`src/rtl/culsans_axi_err_slv.sv`:
```
// Error slave for unmapped crossbar addresses: every AW/W burst gets one
// B error beat, every AR (and every atomic AW with read data) gets R error
// beats carrying a fixed data pattern.
//
// Ports:
//   clk_i  - clock; all state changes on its rising edge
//   rst_i  - asynchronous, active-high reset
//   req_i  - AXI/ACE slave request (culsans_pkg::req_slv_t)
//   resp_o - AXI/ACE slave response (culsans_pkg::resp_slv_t)

package culsans_pkg;

    localparam int unsigned IdWidth   = 4;
    localparam int unsigned AddrWidth = 64;
    localparam int unsigned DataWidth = 64;
    localparam int unsigned UserWidth = 1;

    typedef struct packed {
        logic [IdWidth-1:0]   id;
        logic [AddrWidth-1:0] addr;
        logic [7:0]           len;
        logic [2:0]           size;
        logic [1:0]           burst;
        logic                 lock;
        logic [3:0]           cache;
        logic [2:0]           prot;
        logic [3:0]           qos;
        logic [3:0]           region;
        logic [5:0]           atop;
        logic [UserWidth-1:0] user;
        logic [2:0]           snoop;
        logic [1:0]           bar;
        logic [1:0]           domain;
        logic                 awunique;
    } aw_chan_t;

    typedef struct packed {
        logic [DataWidth-1:0]   data;
        logic [DataWidth/8-1:0] strb;
        logic                   last;
        logic [UserWidth-1:0]   user;
    } w_chan_t;

    typedef struct packed {
        logic [IdWidth-1:0]   id;
        logic [1:0]           resp;
        logic [UserWidth-1:0] user;
    } b_chan_t;

    typedef struct packed {
        logic [IdWidth-1:0]   id;
        logic [AddrWidth-1:0] addr;
        logic [7:0]           len;
        logic [2:0]           size;
        logic [1:0]           burst;
        logic                 lock;
        logic [3:0]           cache;
        logic [2:0]           prot;
        logic [3:0]           qos;
        logic [3:0]           region;
        logic [UserWidth-1:0] user;
        logic [3:0]           snoop;
        logic [1:0]           bar;
        logic [1:0]           domain;
    } ar_chan_t;

    typedef struct packed {
        logic [IdWidth-1:0]   id;
        logic [DataWidth-1:0] data;
        logic [3:0]           resp;
        logic                 last;
        logic [UserWidth-1:0] user;
    } r_chan_t;

    typedef struct packed {
        aw_chan_t aw;
        logic     aw_valid;
        w_chan_t  w;
        logic     w_valid;
        logic     b_ready;
        ar_chan_t ar;
        logic     ar_valid;
        logic     r_ready;
        logic     wack;
        logic     rack;
    } req_slv_t;

    typedef struct packed {
        logic    aw_ready;
        logic    ar_ready;
        logic    w_ready;
        logic    b_valid;
        b_chan_t b;
        logic    r_valid;
        r_chan_t r;
    } resp_slv_t;

endpackage

module culsans_axi_err_slv
    import culsans_pkg::*;
#(
    parameter logic [1:0]  RespCode = 2'b11,
    parameter logic [63:0] RespData = 64'hBADC_AB1E_BADC_AB1E
) (
    input  logic      clk_i,
    input  logic      rst_i,
    input  req_slv_t  req_i,
    output resp_slv_t resp_o
);

    typedef enum logic [1:0] {W_IDLE, W_DATA, W_RESP} w_state_e;
    typedef enum logic {R_IDLE, R_DATA} r_state_e;

    w_state_e           w_state_q, w_state_d;
    r_state_e           r_state_q, r_state_d;
    logic [IdWidth-1:0] w_id_q;
    logic [5:0]         w_atop_q;
    logic [IdWidth-1:0] r_id_q, r_id_d;
    logic [7:0]         r_len_q, r_len_d;
    logic [7:0]         r_cnt_q, r_cnt_d;
    // Keeps both readies low until the first edge after reset release.
    logic               ready_en_q;

    logic aw_ready, w_ready, b_valid, ar_ready, r_valid;
    logic aw_atomic, aw_hs, atomic_hs, w_hs, b_hs, ar_hs, r_hs, r_last;

    // ACE snoop/bar/domain/awunique, addresses, W payload and acks carry
    // no meaning for an error slave.
    logic unused_inputs;
    assign unused_inputs = ^{req_i, w_atop_q};

    assign aw_atomic = req_i.aw.atop[5];
    assign aw_hs     = req_i.aw_valid & aw_ready;
    assign atomic_hs = aw_hs & aw_atomic;
    assign w_hs      = req_i.w_valid & w_ready;
    assign b_hs      = b_valid & req_i.b_ready;
    assign ar_hs     = req_i.ar_valid & ar_ready;
    assign r_hs      = r_valid & req_i.r_ready;
    // Compare rather than count down so len=255 never relies on wrap.
    assign r_last    = (r_cnt_q == r_len_q);

    // ---------------- write path ----------------
    always_ff @(posedge clk_i or posedge rst_i) begin
        if (rst_i) begin
            w_state_q  <= W_IDLE;
            w_id_q     <= '0;
            w_atop_q   <= '0;
            ready_en_q <= 1'b0;
        end else begin
            w_state_q  <= w_state_d;
            ready_en_q <= 1'b1;
            if (aw_hs) begin
                w_id_q   <= req_i.aw.id;
                w_atop_q <= req_i.aw.atop;
            end
        end
    end

    always_comb begin
        w_state_d = w_state_q;
        unique case (w_state_q)
            W_IDLE:  if (aw_hs) w_state_d = W_DATA;
            W_DATA:  if (w_hs && req_i.w.last) w_state_d = W_RESP;
            W_RESP:  if (b_hs) w_state_d = W_IDLE;
            default: w_state_d = W_IDLE;
        endcase
    end

    always_comb begin
        aw_ready = 1'b0;
        w_ready  = 1'b0;
        b_valid  = 1'b0;
        unique case (w_state_q)
            // An atomic with read data needs the read path free.
            W_IDLE:  aw_ready = ready_en_q &
                                (~aw_atomic | (r_state_q == R_IDLE));
            W_DATA:  w_ready  = 1'b1;
            W_RESP:  b_valid  = 1'b1;
            default: ;
        endcase
    end

    // ---------------- read path ----------------
    always_ff @(posedge clk_i or posedge rst_i) begin
        if (rst_i) begin
            r_state_q <= R_IDLE;
            r_id_q    <= '0;
            r_len_q   <= '0;
            r_cnt_q   <= '0;
        end else begin
            r_state_q <= r_state_d;
            r_id_q    <= r_id_d;
            r_len_q   <= r_len_d;
            r_cnt_q   <= r_cnt_d;
        end
    end

    always_comb begin
        r_state_d = r_state_q;
        r_id_d    = r_id_q;
        r_len_d   = r_len_q;
        r_cnt_d   = r_cnt_q;
        unique case (r_state_q)
            R_IDLE: begin
                if (atomic_hs) begin
                    r_state_d = R_DATA;
                    r_id_d    = req_i.aw.id;
                    r_len_d   = req_i.aw.len;
                    r_cnt_d   = '0;
                end else if (ar_hs) begin
                    r_state_d = R_DATA;
                    r_id_d    = req_i.ar.id;
                    r_len_d   = req_i.ar.len;
                    r_cnt_d   = '0;
                end
            end
            R_DATA: begin
                if (r_hs) begin
                    r_cnt_d = r_cnt_q + 8'd1;
                    if (r_last) r_state_d = R_IDLE;
                end
            end
            default: r_state_d = R_IDLE;
        endcase
    end

    always_comb begin
        ar_ready = 1'b0;
        r_valid  = 1'b0;
        unique case (r_state_q)
            // A simultaneously accepted atomic AW owns the read path.
            R_IDLE:  ar_ready = ready_en_q & ~atomic_hs;
            R_DATA:  r_valid  = 1'b1;
            default: ;
        endcase
    end

    // ---------------- response bundle ----------------
    always_comb begin
        resp_o          = '0;
        resp_o.aw_ready = aw_ready;
        resp_o.w_ready  = w_ready;
        resp_o.b_valid  = b_valid;
        resp_o.ar_ready = ar_ready;
        resp_o.r_valid  = r_valid;
        if (b_valid) begin
            resp_o.b.id   = w_id_q;
            resp_o.b.resp = RespCode;
        end
        if (r_valid) begin
            resp_o.r.id   = r_id_q;
            resp_o.r.data = RespData;
            resp_o.r.resp = {2'b00, RespCode};
            resp_o.r.last = r_last;
        end
    end

endmodule
```
`config.mk`:
```
export PLATFORM = sky130hd
export DESIGN_NAME = culsans_axi_err_slv
export DESIGN_NICKNAME = d
export VERILOG_FILES = /design/src/rtl/culsans_axi_err_slv.sv
export SDC_FILE = /design/constraint.sdc
export NUM_CORES = 1
export LEC_CHECK = 0
export CORE_AREA = 2 2 150 152
export CTS_CLUSTER_DIAMETER = 150
export DETAILED_ROUTE_END_ITERATION = 6
export DIE_AREA = 0 0 152 154
export PLACE_DENSITY = 0.44
export RECOVER_POWER = 50
export SYNTH_ARGS = -nofsm -noshare
export SYNTH_HDL_FRONTEND = slang
export SYNTH_SLANG_ARGS = --single-unit
```
`constraint.sdc`:
```
create_clock -name clk_i -period 3.2 [get_ports clk_i]
set_input_delay 0.8 -clock clk_i [delete_from_list [all_inputs] [get_ports clk_i]]
set_output_delay 0.8 -clock clk_i [all_outputs]
set_load 0.02 [all_outputs]
```
# Yosys cells after proc, flatten, opt, wreduce, memory -nomap -nowiden
# Cells that the tools add are included.
[word_totals]
wordCells = 58
latchBits = 0
out_inout_bits = 86
romBits = 0
regBits = 28
ram_bits = 0
in_bits = 301
n_memories = 0
[classes]
n_shift = 0
n_mul = 0
n_bitwise = 12
div = 0
reduce_logical = 6
n_lt_le_gt_ge = 0
eq_ne = 8
mux = 24
addsub = 1
[op_table]
columns = ["operator", "n"]
rows = [
  ["$mux 73", 1],
  ["$mux 8", 5],
  ["$pmux 8 s2", 1],
  ["$mux 1", 9],
  ["$add 8x1->8 const B", 1],
  ["$and 1x1->1", 8],
  ["$eq 8x8->1", 1],
  ["$mux 4", 2],
  ["$mux 2", 3],
  ["$mux 6", 1],
  ["$ne 2x2->1 const B", 3],
  ["$pmux 2 s3", 1],
  ["$reduce_and 2->1", 2],
  ["$ne 3x3->1 const B", 1],
  ["$not 1->1", 3],
  ["$reduce_and 3->1", 1],
  ["$eq 2x1->1 const B", 1],
  ["$eq 2x2->1 const B", 1],
  ["$logic_not 2->1", 1],
  ["$ne 2x1->1 const B", 1],
  ["$pmux 1 s2", 1],
  ["$reduce_bool 2->1", 1],
  ["$logic_and 1x1->1", 1],
  ["$or 1x1->1", 1],
]

# Longest topological paths before layout
[depth]
ltp_word = 13
depth_mapped = 6

# Worst setup path after synthesis
# No wires, ideal clock.
[synth_timing]
kind = "register -> output"
startpoint = "register r_state_q"
endpoint = "output resp_o[1] (netlist bit)"
path_slack_ps = 530
path_stages_with_launch = 4
required_time_ps = 2400
n_path_buf = 1
t_arrival_ps = 1870
path_cell_list = "dfrtp_1 clkbuf_2 inv_1 nor3_1"
[synth_lines]
columns = ["item", "line_no", "text"]
rows = [
  ["from (decl)", "116", "r_state_e r_state_q, r_state_d;"],
  ["from (signal assigned)", "192", "r_state_q <= r_state_d;"],
  ["to (decl)", "109", "output resp_slv_t resp_o"],
]

==> impl_metrics.py <==
metrics = {
    "outcome": {
        "status": "finished with violations",
        "violations": "max-capacitance violations, max-slew violations",
    },
    "timing": {
        "clock_skew_ns": 0.00716,
        "worstMarginPinSlew_ns": 1.61,
        "slew_viol_final": 29,
        "period_minus_slack_ns": 3.12,
        "rsz0062_at_grt": "no",
        "finalCritPeriodShare_pct": 97.6,
        "finalSetupViolations": 0,
        "slew-limit-headroom_pct": -7.50,
        "timing.fmax_mhz": 320,
        "setup-tns-final_ns": 0,
        "hold_viol_final": 0,
    },
    "pwr": {
        "vdd_drop_max_v": 0.000296,
        "cell_internal_pwr_w": 0.00145,
        "power_density_mw_per_mm2": 851,
        "switching_share_pct": 41.9,
        "pwr-share-seq_pct": 23.9,
        "pwr-share-clk_pct": 15.1,
        "p_leak_nw": 1.26,
        "p_comb_share_pct": 61.0,
        "p_sw_w": 0.00104,
    },
    "placed_design": {
        "dp_hpwl_mm": 4.06,
        "io_buffers": 88,
        "gp_congestion": 0.659,
    },
    "finish": {
        "final_util_pct": 13.5,
        "fillers": 2460,
        "final_common_cell": "clkdlybuf4s50_1",
        "area_delta_synth_final_pct": 40.9,
        "drive_above_1_share_pct": 3.32,
        "multi_input_area_um2": 836,
        "ff_latch_area_um2": 701,
        "n_antenna_cell": 0,
        "layout_common_cells": "clkdlybuf4s50_1 (84), conb_1 (31), dfrtp_1 (28), nand2_1 (27), o21ai_0 (20)",
        "fin_nets": 574,
    },
    "global_route": {
        "grt_use_met2_pct": 6.91,
        "grt.met3_usage_pct": 0.648,
        "grt_pass1_vias": 1466,
        "grt.met1_usage_pct": 5.63,
        "grtUsageTotal_pct": 4.15,
        "grt_pass1_wl_mm": 8.04,
        "grt_max_degree": 42,
        "antenna_found_initial": 0,
        "busiest_layer": "met2",
        "grt_overflow": 0,
    },
    "setup_path": {
        "cp-start-kind": "input pin",
        "endpoint_kind": "output pin",
        "slowest_stage": "clkdlybuf4s50_1",
        "startpoint": "req_i[201]",
        "worstPathRequired_ns": 2.40,
        "max_stage_delay_ns": 0.67,
        "path_cells": "clkdlybuf4s50_1 > a2111oi_4 > clkdlybuf4s50_1",
        "critPathMaxFanout": 2,
        "critPathArrivalTime_ns": 2.32,
        "rrSetupSlack_ns": 0.98,
        "timing.rr.start": "w_state_q[0]",
        "crit_top_cell": "clkdlybuf4s50_1",
        "reg2reg_to": "r_id_q[0]",
        "r2r_cells": 5,
        "path_class": "input pin to output pin",
    },
    "yosys": {
        "postSynthAreaPerCell_um2": 9.18,
        "ys_seq_elements": 28,
        "synth_area_leader_cell": "dfrtp_1",
        "synth_cells": 226,
        "ys_types": 35,
        "yosys_warnings": 0,
        "ys_top_cells_by_area": "dfrtp_1 (34%), buf_4 (28%), mux2i_1 (5.8%)",
        "synth_area_mm2": 0.00208,
        "seq_area_frac_synth_pct": 33.8,
        "synth_top_area_share_pct": 33.8,
    },
    "clock_network": {
        "cts.sinks": 28,
        "postCtsSetupRepairBufs": 0,
        "clk_latency_ns": 0.27,
        "htreeDepth": 1,
        "cts_resized": 0,
        "path_clk_slew_ns": 0.07,
        "cts_tree": "done",
        "clockBufferDepth": 2,
        "cts_root_buf": "clkbuf_16",
        "cts_hold_buf": 0,
        "cts_buffers": 3,
    },
    "drt": {
        "routed_wl_mm": 5.08,
        "drt_iter0_drc": 99,
        "vias_per_cell": 2.60,
        "num_vias": 1432,
        "drc": 0,
        "dr.pass1.iters": 4,
        "wire_per_inst_um": 9.22,
        "ant_nets": 0,
    },
    "floorplan": {
        "core_mm2": 0.0217,
        "dieArea_mm2": 0.0234,
        "start_util_pct": 9.57,
        "die_w_um": 152,
        "die_h_um": 154,
        "pin_count": 387,
        "rows": 54,
    },
    "hold_path": {
        "min_delay_path_depth": 2,
        "min-delay-start": "r_id_q[3]",
        "hold_path_end": "r_id_q[3]",
        "min_path_type": "flop to flop",
    },
    "flow_run": {
        "cap_viol_max_count": 1,
    },
}
-- cell families (layout without fill, tap and decap cells) --
family | after synthesis | count (layout) | synth area share [%]
flops | 28 | 28 | 33.8
buf+inv | 86 | 102 | 30.1
mux | 16 | 16 | 7.96
fa+ha+maj | 1 | 1 | 0.603
compound gates | 30 | 30 | 10.4
xor+xnor | 9 | 9 | 3.80
simple gates | 54 | 54 | 13.0
other cells | 2 | 31 | 0.362
-- power by group through the flow --
stage	Combinational (W)	Clock (W)	Sequential [W]
6_report	0.00152	0.000376	0.000595
3_5_place_dp	0.00156	0	0.000604
3_3_place_gp	0.00155	0	0.000599
5_1_grt	0.00163	0.000404	0.000620
4_1_cts	0.00157	0.000390	0.000597
2_1_floorplan	0.00117	0	0.000614
-- metrics by stage --
| step | total power (W) | instances | instance area (um^2) | hold slack, ns | worst slack (ns) |
|---|---|---|---|---|---|
| finish | 0.00249 | 551 | 2920 | 0.479 | 0.0760 |
| detailed placement | 0.00216 | 547 | 2850 | 0.468 | 0.0354 |
| CTS | 0.00255 | 551 | 2960 | 0.484 | 0.0317 |
| floorplan | 0.00179 | 255 | 2180 | 0.442 | 0.530 |
| global route | 0.00266 | 551 | 2920 | 0.511 | 0.0156 |
| global placement | 0.00215 | 547 | 2850 | 0.456 | 0.0472 |
-- worst max-delay path, delay by kind of cell --
kind,cells,cell delay (ns)
AO/OA/AOI/OAI,1,0.39
buffers and inverters,2,1.13
-- routing by layer --
metal	vias to the layer above	part of all wire (%)
li1	732	-
met1	643	47
met2	53	47
met3	4	4.8
met4	0	0.67
met5	-	0
-- state kept, by name (all words and copies together), names as in the netlist --
register	count
r_cnt_q	8
r_len_q	8
r_id_q	4
w_id_q	4
w_state_q	2
r_state_q	1
ready_en_q	1
-- cells in the mapped netlist (all sizes together) --
master / number
buf: 80
dfrtp: 28
nand2: 27
o21ai: 20
mux2i: 12
and2: 9
xnor2: 8
inv: 4
mux2: 4
nor3: 4
nand4: 3
nor2: 3
nor2b: 3
a31oi: 2
clkbuf: 2
conb: 2
nand3: 2
a2111oi: 1
a211oi: 1
a22o: 1
a32o: 1
and3: 1
and3b: 1
and4bb: 1
ha: 1
o211ai: 1
o21bai: 1
o311ai: 1
o41ai: 1
xor2: 1
-- cell type report --
| type | instances | share of cell area [%] |
|---|---|---|
| clock buffer | 3 | 2.57 |
| tap | 280 | 12.0 |
| sequential | 28 | 24.0 |
| clock inverter | 1 | 1.03 |
| inverter | 4 | 0.513 |
| multi-input combinational | 141 | 28.6 |
| timing repair buffer | 94 | 31.4 |
-- worst max-delay path by stage --
stage | cells past startpoint | to | slack [ns]
after floorplan | 3 | resp_o[1] | 0.53
after global placement | 4 | resp_o[84] | 0.05
after global routing | 3 | resp_o[85] | 0.02
final | 3 | resp_o[85] | 0.08
after CTS | 4 | resp_o[84] | 0.03
after detailed placement | 4 | resp_o[84] | 0.04
Power figures use the tool's default switching activity.
